`src/rtl/led_blink_arbiter_if.sv`:
```
// Request/rate inputs and LED/grant outputs of the LED arbiter.
// Requesters drive through master; the arbiter is the slave.
interface led_blink_arbiter_if #(
    parameter int unsigned N_REQ = 4
);
    logic [N_REQ-1:0]   iREQ;
    logic [2*N_REQ-1:0] iRATE;
    logic               oLED;
    logic [N_REQ-1:0]   oGNT;
    logic               oBUSY;

    modport master (
        output iREQ,
        output iRATE,
        input  oLED,
        input  oGNT,
        input  oBUSY
    );

    modport slave (
        input  iREQ,
        input  iRATE,
        output oLED,
        output oGNT,
        output oBUSY
    );
endinterface

```
`src/rtl/led_blink_arbiter.sv`:
```
// Round-robin arbiter sharing one LED between N_REQ requesters.
// Each grant blinks the LED at the winner's latched rate for a bounded window.
module led_blink_arbiter #(
    parameter int unsigned N_REQ      = 4,
    parameter int unsigned PRESC_W    = 20,
    parameter int unsigned HOLD_TICKS = 8
) (
    input  logic                iCLK,
    input  logic                iRSTn,
    led_blink_arbiter_if.slave  bus
);

    localparam int unsigned PTR_W  = (N_REQ > 1) ? $clog2(N_REQ) : 1;
    localparam int unsigned HOLD_W = (HOLD_TICKS > 1) ? $clog2(HOLD_TICKS) : 1;
    localparam int unsigned PH_W   = 3;

    localparam logic [HOLD_W-1:0] HOLD_LAST = HOLD_W'(HOLD_TICKS - 1);
    localparam logic [PTR_W-1:0]  PTR_LAST  = PTR_W'(N_REQ - 1);

    typedef enum logic {
        IDLE  = 1'b0,
        SERVE = 1'b1
    } state_e;

    state_e              state_q, state_d;
    logic [PTR_W-1:0]    ptr_q, ptr_d;
    logic [PTR_W-1:0]    gnt_idx_q, gnt_idx_d;
    logic [N_REQ-1:0]    gnt_q, gnt_d;
    logic                led_q, led_d;
    logic                busy_q, busy_d;
    logic [PRESC_W-1:0]  presc_q, presc_d;
    logic [PH_W-1:0]     phase_q, phase_d;
    logic [HOLD_W-1:0]   hold_q, hold_d;
    logic [1:0]          rate_q, rate_d;

    logic                pick_valid;
    logic [PTR_W-1:0]    pick_idx;
    logic                tick;
    logic [PH_W-1:0]     phase_last;

    // First requesting index at or above the pointer, wrapping modulo N_REQ.
    always_comb begin
        logic [PTR_W-1:0] cand;
        pick_valid = 1'b0;
        pick_idx   = '0;
        cand       = '0;
        for (int unsigned k = 0; k < N_REQ; k++) begin
            cand = PTR_W'((32'(ptr_q) + k) % N_REQ);
            if (!pick_valid && bus.iREQ[cand]) begin
                pick_valid = 1'b1;
                pick_idx   = cand;
            end
        end
    end

    // Blink period is 2^rate ticks; the LED toggles when phase reaches period-1.
    always_comb begin
        phase_last = '0;
        case (rate_q)
            2'd0:    phase_last = PH_W'(0);
            2'd1:    phase_last = PH_W'(1);
            2'd2:    phase_last = PH_W'(3);
            default: phase_last = PH_W'(7);
        endcase
    end

    assign tick = &presc_q;

    always_comb begin
        state_d   = state_q;
        ptr_d     = ptr_q;
        gnt_idx_d = gnt_idx_q;
        gnt_d     = gnt_q;
        led_d     = led_q;
        busy_d    = busy_q;
        presc_d   = presc_q + PRESC_W'(1);
        phase_d   = phase_q;
        hold_d    = hold_q;
        rate_d    = rate_q;

        case (state_q)
            IDLE: begin
                gnt_d  = '0;
                led_d  = 1'b0;
                busy_d = 1'b0;
                if (pick_valid) begin
                    state_d   = SERVE;
                    gnt_idx_d = pick_idx;
                    gnt_d     = N_REQ'(1) << pick_idx;
                    led_d     = 1'b1;
                    busy_d    = 1'b1;
                    rate_d    = bus.iRATE[{pick_idx, 1'b0} +: 2];
                    presc_d   = '0;
                    phase_d   = '0;
                    hold_d    = '0;
                end
            end

            SERVE: begin
                // Early release wins over a tick landing on the same edge.
                if (!bus.iREQ[gnt_idx_q] || (tick && (hold_q == HOLD_LAST))) begin
                    state_d = IDLE;
                    gnt_d   = '0;
                    led_d   = 1'b0;
                    busy_d  = 1'b0;
                    ptr_d   = (gnt_idx_q == PTR_LAST) ? '0 : gnt_idx_q + PTR_W'(1);
                end else if (tick) begin
                    hold_d = hold_q + HOLD_W'(1);
                    if (phase_q == phase_last) begin
                        led_d   = ~led_q;
                        phase_d = '0;
                    end else begin
                        phase_d = phase_q + PH_W'(1);
                    end
                end
            end

            default: begin
                state_d = IDLE;
                gnt_d   = '0;
                led_d   = 1'b0;
                busy_d  = 1'b0;
            end
        endcase
    end

    always_ff @(posedge iCLK or negedge iRSTn) begin
        if (!iRSTn) begin
            state_q   <= IDLE;
            ptr_q     <= '0;
            gnt_idx_q <= '0;
            gnt_q     <= '0;
            led_q     <= 1'b0;
            busy_q    <= 1'b0;
            presc_q   <= '0;
            phase_q   <= '0;
            hold_q    <= '0;
            rate_q    <= '0;
        end else begin
            state_q   <= state_d;
            ptr_q     <= ptr_d;
            gnt_idx_q <= gnt_idx_d;
            gnt_q     <= gnt_d;
            led_q     <= led_d;
            busy_q    <= busy_d;
            presc_q   <= presc_d;
            phase_q   <= phase_d;
            hold_q    <= hold_d;
            rate_q    <= rate_d;
        end
    end

    assign bus.oLED  = led_q;
    assign bus.oGNT  = gnt_q;
    assign bus.oBUSY = busy_q;

endmodule
```
`src/flat_wrapper.sv`:
```
// flat-port wrapper written by rule: the top's interface ports become plain ports
module led_blink_arbiter_flat 
#(
    parameter int unsigned N_REQ      = 4,
    parameter int unsigned PRESC_W    = 20,
    parameter int unsigned HOLD_TICKS = 8
)
  (iCLK, iRSTn, bus_iREQ, bus_iRATE, bus_oLED, bus_oGNT, bus_oBUSY);
  led_blink_arbiter_if #(.N_REQ(N_REQ)) bus_i ();
  input  logic iCLK;
  input  logic iRSTn;
  input wire logic [$bits(bus_i.iREQ)-1:0] bus_iREQ;
  input wire logic [$bits(bus_i.iRATE)-1:0] bus_iRATE;
  output wire logic [$bits(bus_i.oLED)-1:0] bus_oLED;
  output wire logic [$bits(bus_i.oGNT)-1:0] bus_oGNT;
  output wire logic [$bits(bus_i.oBUSY)-1:0] bus_oBUSY;
  assign bus_i.iREQ = bus_iREQ;
  assign bus_i.iRATE = bus_iRATE;
  assign bus_oLED = bus_i.oLED;
  assign bus_oGNT = bus_i.oGNT;
  assign bus_oBUSY = bus_i.oBUSY;
  led_blink_arbiter #(.N_REQ(N_REQ), .PRESC_W(PRESC_W), .HOLD_TICKS(HOLD_TICKS)) u_core (.iCLK(iCLK), .iRSTn(iRSTn), .bus(bus_i));
endmodule
```
`config.mk`:
```
export PLATFORM = sky130hd
export DESIGN_NAME = led_blink_arbiter_flat
export DESIGN_NICKNAME = d
export VERILOG_FILES = /design/src/rtl/led_blink_arbiter_if.sv /design/src/rtl/led_blink_arbiter.sv /design/src/flat_wrapper.sv
export SDC_FILE = /design/constraint.sdc
export NUM_CORES = 1
export LEC_CHECK = 0
export CAP_MARGIN = 20
export CELL_PAD_IN_SITES_DETAIL_PLACEMENT = 1
export CELL_PAD_IN_SITES_GLOBAL_PLACEMENT = 2
export CORE_MARGIN = 10
export CORE_UTILIZATION = 39
export DETAILED_ROUTE_END_ITERATION = 8
export GPL_ROUTABILITY_DRIVEN = 0
export PLACE_DENSITY_LB_ADDON = 0.1
export SETUP_SLACK_MARGIN = 0.4
export SLEW_MARGIN = 20
export SYNTH_ARGS = -nofsm -noshare
export SYNTH_HDL_FRONTEND = slang
export SYNTH_SLANG_ARGS = --single-unit
```
`constraint.sdc`:
```
create_clock -name iCLK -period 5.4 [get_ports iCLK]
set_input_delay 0.81 -clock iCLK [delete_from_list [all_inputs] [get_ports iCLK]]
set_output_delay 0.81 -clock iCLK [all_outputs]
set_load 0.005 [all_outputs]
```
==> impl_metrics.json <==
{
  "n_fill_cell": 604,
  "timing.fmax_mhz": 411,
  "irDropWorstVdd_uv": 177,
  "viasPerCell": 5.44,
  "fp.dieH_um": 92.8,
  "postCtsSetupBuffers": 0,
  "required_ns": 5.55,
  "switchingPower_uw": 386,
  "finalHoldViolCount": 0,
  "dp.cells": 289,
  "layout-drive-gt1-share_pct": 10.6,
  "clkLatencyLatePin_ns": 0.29,
  "drt.antenna.violating_nets": 0,
  "layoutNonFillerInstCount": 297,
  "postSynthAreaPerCell_um2": 10.1,
  "clkSinkCount": 39,
  "grt_antenna_before_repair": 0,
  "cts_tree": "built",
  "rsz0062_at_grt": "false",
  "totalNegativeSetupSlack_ns": 0,
  "synth.yosys.warnings": 0,
  "synthArstFlopShare_pct": 100,
  "clock_tree.buffer_depth": 2,
  "comb_pwr_share_pct": 35.8,
  "final_slew_violations": 0,
  "outcome": "finished, final reports clean",
  "drt-initial-drc-count": 41,
  "multi_input_area_um2": 1020,
  "layout_commonest_cell": "dfrtp_1",
  "floorplan.initialDensity_pct": 40.2,
  "ys.flop_type": "dfrtp_1",
  "nets": 245,
  "grtUsageTotal_pct": 12.3,
  "fp-row-count": 26,
  "finalCriticalPeriod_ns": 2.43,
  "p_leak_uw": 0.00107,
  "grt_pass1_wl_mm": 8.69,
  "path_type_of_the_worst_min_delay_path": "reg -> reg",
  "detailed_place.area_um2": 2310,
  "tightestPinTransition_ns": 0.879,
  "synth_fp_nets": 224,
  "timing.final.crit_share_pct": 45.0,
  "cp-end-kind": "flop",
  "first_pass_iters": 4,
  "largest_net_degree_at_the_start_of_global_routing": 40,
  "clk_pin_slew_ns": 0.08,
  "cts_made_buffers": 5,
  "coreArea_um2": 5140,
  "finalSetupViolations": 0,
  "synth_edf_count": 0,
  "design.die.area_um2": 8610,
  "port_buf_inserts": 19,
  "grt.overflow.total": 0,
  "start_kind": "input pin",
  "timing.clock.skew_ns": 0.00783,
  "sw_frac_of_total_pct": 38.1,
  "final_routed_drc_violation_total": 0,
  "ys_ff_latch": 39,
  "critical_path_arrival_ns": 2.58,
  "max_cap_viol_count": 0,
  "routed_wirelength_mm": 5.04,
  "cts-root-buf": "clkbuf_8",
  "netlist_area_um2": 2070,
  "route.detailed.wl_per_inst_um": 17.0,
  "power.density_cell_area_nw_per_um2": 423,
  "num_antenna_cells": 0,
  "power.share.sequential_pct": 44.8,
  "post_synth_num_cell_types": 46,
  "layout.cells.most_common_list": "39 x dfrtp_1, 24 x nand2_1, 22 x nor2_1, 18 x clkdlybuf4s50_1, 11 x xor2_1",
  "route.vias.total": 1615,
  "holdWs_ns": 0.493,
  "cts-hold-fix-buffers": 0,
  "synth_cells": 205,
  "area.sequential_um2": 976,
  "max_slew_margin_pct": 41.4,
  "vias_in_the_first_global_route": 1769,
  "io_pins": 20,
  "crit_fanout": 7,
  "cts_resized": 0,
  "synth.yosys.seq_area_share_pct": 47.2,
  "path_class": "in -> reg",
  "dp_hpwl_mm": 3.78,
  "fp.dieW_um": 92.8,
  "layout.cell_area.non_filler_um2": 2390,
  "cts_max_level": 2,
  "p_clk_share_pct": 19.4,
  "flow.area_growth_from_synthesis_pct": 15.9,
  "p_int_uw": 628
}
-- registers in the layout (all words and copies together), names as in the netlist --
name / count
u_core.state_q: 1
u_core.bus.oLED: 1
u_core.gnt_idx_q: 2
u_core.bus.oBUSY: 1
u_core.ptr_q: 2
u_core.presc_q: 20
u_core.hold_q: 3
u_core.phase_q: 3
u_core.rate_q: 2
u_core.bus.oGNT: 4
-- layout make-up --
class,instances,share of cell area [%]
inverters,8,1.25
clock inverters,2,0.522
clock buffers,6,3.03
multi-input cells,152,42.7
flip-flops and latches,39,40.8
repair buffers,20,8.05
well taps,70,3.66
-- stage by stage --
stage | util (%) | power, uW | worst slack [ns]
5_1_grt | 46.6 | 1100 | 2.73
3_5_place_dp | 44.9 | 827 | 2.65
3_3_place_gp | 44.9 | 800 | 2.73
6_report | 46.6 | 1010 | 2.97
2_1_floorplan | - | 675 | 3.28
4_1_cts | 46.6 | 1030 | 2.96
-- layer usage --
layer  vias to the layer above  GRT usage (%)  share of wire (%)
met5                         -              0                  0
met4                         0           3.98                1.8
met3                         9           4.36                4.2
met2                        23           20.3                 49
met1                       812           14.7                 45
li1                        771              -                  -
-- critical path: stages --
cell             delay [ns]
clkdlybuf4s50_1        0.48
a21oi_1                0.16
o21ai_0                0.09
a21oi_1                0.60
mux2i_1                0.28
o221ai_1               0.16
-- synthesized netlist by cell type, types with 2 or more instances --
| library cell | count | share of area [%] |
|---|---|---|
| a211o_1 | 2 | 0.85 |
| a21oi_1 | 10 | 2.4 |
| a31o_2 | 2 | 0.85 |
| and2_1 | 2 | 0.61 |
| and3_1 | 3 | 0.91 |
| and3_2 | 3 | 1.1 |
| and4_1 | 3 | 1.3 |
| buf_6 | 2 | 1.1 |
| clkbuf_1 | 4 | 0.73 |
| dfrtp_1 | 39 | 47 |
| ha_1 | 5 | 3.0 |
| inv_1 | 8 | 1.5 |
| mux2_2 | 2 | 1.1 |
| mux2i_1 | 4 | 1.9 |
| nand2_1 | 24 | 4.4 |
| nand2b_1 | 2 | 0.61 |
| nand3_1 | 8 | 1.9 |
| nand4_1 | 2 | 0.61 |
| nor2_1 | 22 | 4.0 |
| nor3_1 | 2 | 0.48 |
| o21ai_0 | 9 | 2.2 |
| o221ai_1 | 2 | 0.85 |
| o2bb2ai_1 | 3 | 1.3 |
| o311a_1 | 2 | 0.97 |
| or2_2 | 2 | 0.61 |
| or3_1 | 4 | 1.2 |
| xnor2_1 | 5 | 2.1 |
| xor2_1 | 11 | 4.7 |
-- path summary, 6_finish.rpt --
path	endpoint	cells after the start	start	slack, ns
max	u_core.rate_q[1]	6	bus_iREQ[0]	2.97
min	u_core.bus.oBUSY	2	u_core.bus.oBUSY	0.49
max reg2reg	u_core.ptr_q[0]	6	u_core.presc_q[0]	3.18
min reg2reg	u_core.bus.oBUSY	2	u_core.bus.oBUSY	0.49
max in group asynchronous	u_core.bus.oGNT[2]	1	iRSTn	4.22
min in group asynchronous	u_core.hold_q[2]	1	iRSTn	0.63
-- power by group through the flow --
| stage | clock [uW] | combinational (uW) | sequential [uW] |
|---|---|---|---|
| 2_1_floorplan | 0 | 253 | 422 |
| 3_3_place_gp | 0 | 349 | 451 |
| 3_5_place_dp | 0 | 368 | 460 |
| 5_1_grt | 220 | 411 | 469 |
| 6_report | 196 | 363 | 455 |
| 4_1_cts | 204 | 371 | 454 |
-- cells by family (layout without fill, tap and decap cells) --
kind of cell / Yosys count / count (layout) / share of synthesized area (%)
buffers and inverters: 14 / 36 / 3.27
AND/OR/NAND/NOR: 84 / 84 / 21.2
XOR/XNOR: 16 / 16 / 6.78
AO/OA/AOI/OAI: 40 / 40 / 14.4
adder cells (fa/ha/maj): 5 / 5 / 3.03
multiplexers: 7 / 7 / 4.12
flip-flops: 39 / 39 / 47.2
(Power assumes the default switching activity.)
